==> config.mk <==
export PLATFORM = sky130hd
export DESIGN_NAME = multicycle_ctrl
export DESIGN_NICKNAME = d
export VERILOG_FILES = /design/src/rtl/multicycle_ctrl.sv
export SDC_FILE = /design/constraint.sdc
export NUM_CORES = 1
export LEC_CHECK = 0
export CORE_MARGIN = 2
export CORE_UTILIZATION = 40
export DETAILED_ROUTE_END_ITERATION = 12
export PLACE_DENSITY = 0.86
export SKIP_CTS_REPAIR_TIMING = 1
export SLEW_MARGIN = 0
export SYNTH_ARGS = -nofsm -noshare
export SYNTH_HDL_FRONTEND = slang
export SYNTH_SLANG_ARGS = --single-unit
==> constraint.sdc <==
create_clock -name clk -period 1.8 [get_ports clk]
set_clock_uncertainty 0.05 [all_clocks]
set_input_delay 0.36 -clock clk [delete_from_list [all_inputs] [get_ports clk]]
set_output_delay 0.36 -clock clk [all_outputs]
set_load 0.1 [all_outputs]
==> src/rtl/multicycle_ctrl.sv <==
// Multi-cycle control FSM for a MIPS-subset datapath.
// Shares one ALU and one memory port across fetch/decode/exec/mem/wb.
module multicycle_ctrl #(
    parameter int CNT_W = 16
) (
    input  logic             clk,
    input  logic             rst,
    input  logic [5:0]       op,
    input  logic [5:0]       func,
    input  logic             zero,
    input  logic             mem_ready,
    output logic             mem_req,
    output logic             mem_write,
    output logic             iord,
    output logic             ir_write,
    output logic             pc_write,
    output logic             pc_src,
    output logic             alu_src_a,
    output logic [1:0]       alu_src_b,
    output logic [2:0]       alu_op,
    output logic             reg_dst,
    output logic             reg_write,
    output logic             mem_to_reg,
    output logic             instr_done,
    output logic             illegal,
    output logic [CNT_W-1:0] retired,
    output logic [3:0]       state
);

    typedef enum logic [3:0] {
        FETCH    = 4'd0,
        DECODE   = 4'd1,
        EXEC_R   = 4'd2,
        WB_R     = 4'd3,
        ADDR     = 4'd4,
        MEM_RD   = 4'd5,
        WB_LD    = 4'd6,
        MEM_WR   = 4'd7,
        BRANCH   = 4'd8,
        EXEC_LUI = 4'd9,
        WB_LUI   = 4'd10,
        HALT     = 4'd11
    } state_t;

    localparam logic [5:0] OP_R   = 6'b000000;
    localparam logic [5:0] OP_LW  = 6'b100011;
    localparam logic [5:0] OP_SW  = 6'b101011;
    localparam logic [5:0] OP_BEQ = 6'b000100;
    localparam logic [5:0] OP_LUI = 6'b001111;

    state_t           cur;
    state_t           nxt;
    logic             illegal_r;
    logic [CNT_W-1:0] cnt;
    logic             func_ok;
    logic [2:0]       r_alu_op;

    assign state   = cur;
    assign illegal = illegal_r;
    assign retired = cnt;

    // Map R-type func to ALU operation and flag unsupported encodings
    always_comb begin
        func_ok  = 1'b1;
        r_alu_op = 3'b000;
        case (func)
            6'b100000: r_alu_op = 3'b000;
            6'b100010: r_alu_op = 3'b100;
            6'b100100: r_alu_op = 3'b001;
            6'b100101: r_alu_op = 3'b101;
            6'b100110: r_alu_op = 3'b010;
            default:   func_ok  = 1'b0;
        endcase
    end

    // State register
    always_ff @(posedge clk) begin
        if (rst) cur <= FETCH;
        else     cur <= nxt;
    end

    // Sticky illegal flag and retired-instruction counter
    always_ff @(posedge clk) begin
        if (rst) begin
            illegal_r <= 1'b0;
            cnt       <= '0;
        end else begin
            if (cur == DECODE && nxt == HALT) illegal_r <= 1'b1;
            if (instr_done) cnt <= cnt + {{(CNT_W-1){1'b0}}, 1'b1};
        end
    end

    // Next-state and datapath control decode; reset forces all controls low
    always_comb begin
        nxt        = cur;
        mem_req    = 1'b0;
        mem_write  = 1'b0;
        iord       = 1'b0;
        ir_write   = 1'b0;
        pc_write   = 1'b0;
        pc_src     = 1'b0;
        alu_src_a  = 1'b0;
        alu_src_b  = 2'b00;
        alu_op     = 3'b000;
        reg_dst    = 1'b0;
        reg_write  = 1'b0;
        mem_to_reg = 1'b0;
        instr_done = 1'b0;
        case (cur)
            FETCH: begin
                mem_req   = 1'b1;
                alu_src_b = 2'b01;
                if (mem_ready) begin
                    ir_write = 1'b1;
                    pc_write = 1'b1;
                    nxt      = DECODE;
                end
            end
            DECODE: begin
                alu_src_b = 2'b11;
                case (op)
                    OP_R:         nxt = func_ok ? EXEC_R : HALT;
                    OP_LW, OP_SW: nxt = ADDR;
                    OP_BEQ:       nxt = BRANCH;
                    OP_LUI:       nxt = EXEC_LUI;
                    default:      nxt = HALT;
                endcase
            end
            EXEC_R: begin
                alu_src_a = 1'b1;
                alu_op    = r_alu_op;
                nxt       = WB_R;
            end
            WB_R: begin
                reg_write  = 1'b1;
                reg_dst    = 1'b1;
                instr_done = 1'b1;
                nxt        = FETCH;
            end
            ADDR: begin
                alu_src_a = 1'b1;
                alu_src_b = 2'b10;
                nxt       = (op == OP_LW) ? MEM_RD : MEM_WR;
            end
            MEM_RD: begin
                mem_req = 1'b1;
                iord    = 1'b1;
                if (mem_ready) nxt = WB_LD;
            end
            WB_LD: begin
                reg_write  = 1'b1;
                mem_to_reg = 1'b1;
                instr_done = 1'b1;
                nxt        = FETCH;
            end
            MEM_WR: begin
                mem_req   = 1'b1;
                mem_write = 1'b1;
                iord      = 1'b1;
                if (mem_ready) begin
                    instr_done = 1'b1;
                    nxt        = FETCH;
                end
            end
            BRANCH: begin
                alu_src_a  = 1'b1;
                alu_op     = 3'b100;
                pc_src     = 1'b1;
                pc_write   = zero;
                instr_done = 1'b1;
                nxt        = FETCH;
            end
            EXEC_LUI: begin
                alu_src_b = 2'b10;
                alu_op    = 3'b110;
                nxt       = WB_LUI;
            end
            WB_LUI: begin
                reg_write  = 1'b1;
                instr_done = 1'b1;
                nxt        = FETCH;
            end
            HALT:    nxt = HALT;
            default: nxt = FETCH;
        endcase
        if (rst) begin
            mem_req    = 1'b0;
            mem_write  = 1'b0;
            iord       = 1'b0;
            ir_write   = 1'b0;
            pc_write   = 1'b0;
            pc_src     = 1'b0;
            alu_src_a  = 1'b0;
            alu_src_b  = 2'b00;
            alu_op     = 3'b000;
            reg_dst    = 1'b0;
            reg_write  = 1'b0;
            mem_to_reg = 1'b0;
            instr_done = 1'b0;
        end
    end

endmodule

==> qor.yml <==
fmax_mhz: 415
track_usage_pct: 28.6
ir_drop_uv: 1160
max_slew_margin_pct: 72.4
synthAdderAreaFrac_pct: 0.853
async_flop_share_pct: 0
antenna_found_initial: 0
grt_pass1_vias: 1907
port_buffers: 52
drv_slew: 0
synth_compound_area_share_pct: 23.4
num_vias: 2356
power_mw: 4.02
cp_max_fo: 2
cts_buffers: 3
power_density_nw_per_um2: 1210
grtUsageMet1_pct: 34.0
synthFlopType: "dfxtp_1"
globalRoute.totalOverflow: 0
drc: 0
yosysWarnings: 0
synth-xor-area-share_pct: 1.79
clock-sinks: 21
cp_slowest_cell: "or4b_4"
final-hold-violation-count: 0
synth_nets: 208
fin_nets: 300
nFillCells: 55
area_delta_synth_final_pct: 126
synth_edf_count: 0
yosys-top-cells-count: "dfxtp_1, nor2_1, a21oi_1, nand3_1, nor3_1"
synth.area.mux_share_pct: 3.75
worst_pin_slew_ps: 410
die_x_um: 64.5
fp-row-count: 21
drv_cap: 0
clkLatencyLatePin_ps: 340
cpPeakStageDelay_ps: 560
critPathArrivalTime_ps: 2000
syn_area_per_cell_um2: 7.68
post_drt_wl_per_cell_um: 29.2
tns_ps: -10930
yosysTopAreaCellShare_pct: 28.7
root_buffer: "clkbuf_4"
synth.area.top_cells: "dfxtp_1, a21oi_1, nor2_1, nand3_1, nor3_1"
path_clk_slew_ps: 140
rsz0062_at_grt: "true"
num_antenna_cells: 0
clock_path_buffers: 2
synthSimpleGateAreaFrac_pct: 35.2
worst_slack_ps: -607
path_cells: "nor2_4 -> nand4_1 -> or4b_4 -> a21oi_4 -> buf_12"
antenna_left: 0
netlist_area_um2: 1470
synth_most_common_cell: "dfxtp_1"
initial_core_util_pct: 42.9
coreArea_um2: 3420
holdWs_ps: 326
yosysUniqueCellTypes: 46
drt_iter0_drc: 302
status: "complete, but fails checks"
cts_tree: "built"
drive_gt1_share_pct: 60.3
synth_seq_cells: 21
place.gp.congestion: 0.892
die_y_um: 64.5
yosysSeqAreaShare_pct: 28.7
required_ps: 1390
violations: "negative setup slack"
final_cell_area_um2: 3320
setup_violations: 36
grt_max_degree: 22
placed_area_um2: 2880
synth_area_leader_cell: "dfxtp_1"
worst-setup-path-type: "reg -> out"
hold_class: "in -> reg"
dp_hpwl_mm: 4.42
vias_per_cell: 7.18
die-area_um2: 4170
synth_top_family_by_area: "simple AND/OR/NAND/NOR gates"
first_pass_iters: 5
ios: 53
synthCells: 191
use_met3_pct: 5.56
grt_pass1_wl_mm: 9.31
met2_usage_pct: 49.2
setup.worst_path.start_class: "register"
worst_setup_path_end_kind: "output pin"
cts-htree-levels: 1
wl_mm: 9.57
power_leakage_nw: 1.27
busiest_layer: "met2"
post-route-period-util_pct: 134
layout_min_cycle_time_ps: 2410
-- final timing paths --
kind / from / to / slack, ps / depth (start not counted)
max: state[3] / alu_op[1] / -610 / 5
min: rst / state[2] / 330 / 2
max reg2reg: state[3] / retired[5] / -510 / 9
min reg2reg: retired[12] / retired[12] / 510 / 2
-- state kept, by name, indices dropped and copies added, names as in the netlist --
| register | count |
|---|---|
| illegal | 1 |
| retired | 16 |
| state | 4 |
-- per-stage QoR --
| stage | instances | setup WS, ps | utilization [%] |
|---|---|---|---|
| after floorplan | 191 | -802 | - |
| after global placement | 309 | -718 | 84.2 |
| after detailed placement | 309 | -771 | 84.2 |
| after CTS | 313 | -786 | 85.1 |
| after global routing | 328 | -635 | 97.1 |
| final | 328 | -607 | 97.1 |
-- cells in the final DEF (no fill, tap or decap), types with 3 or more instances in the layout --
master           count
nand2b_4             4
a21oi_1              7
or2_2                5
o21ai_0              6
o41ai_1              3
clkdlybuf4s50_1      7
nor2b_1              3
dfxtp_1              3
inv_1                3
dfxtp_4             12
nor2_4               3
buf_12              41
nand4_1              4
nor3_4               8
buf_4               38
nand2_1              7
or3_1                4
clkbuf_4             3
or4_1                4
o311ai_1             4
buf_6                4
nor2_1              11
nor4_4               4
dlymetal6s2s_1       6
dfxtp_2              6
o31ai_1              4
nand3_1              9
clkinvlp_4           3
a21oi_2              3
nand2b_1             3
-- power by group --
group          switching, mW  internal (mW)
Combinational           1.90           1.21
Clock                  0.177         0.0854
Sequential             0.115          0.531
-- cells by family (layout without fill, tap and decap cells) --
| family | Yosys count | count (layout) |
|---|---|---|
| AOI/OAI and AO/OA | 50 | 50 |
| xor gates and xnor gates | 3 | 3 |
| adders and majority gates | 1 | 1 |
| buffers and inverters | 20 | 111 |
| DFF | 21 | 21 |
| muxes | 5 | 5 |
| and+or+nand+nor | 91 | 91 |
-- cell type report --
class	count	area [um2]	share of cell area [%]
clock inverters	1	7.51	0.226
clock buffers	3	22.5	0.679
multi-input cells	150	1350	40.7
repair buffers	101	1370	41.3
well taps	46	57.6	1.73
inverters	6	35.0	1.06
flip-flops and latches	21	473	14.3
-- critical path: cells and delay by family, from the launching register on --
family	cells	cell delay [ps]
and+or+nand+nor	3	870
DFF	1	380
AOI/OAI and AO/OA	1	210
buffers and inverters	1	190
-- metal layers --
layer / share of wire, % / wire length [um]
met4: 8.3 / 793
met1: 33 / 3120
met3: 11 / 1030
met2: 48 / 4620
met5: 0 / 0
Power figures use the tool's default switching activity.
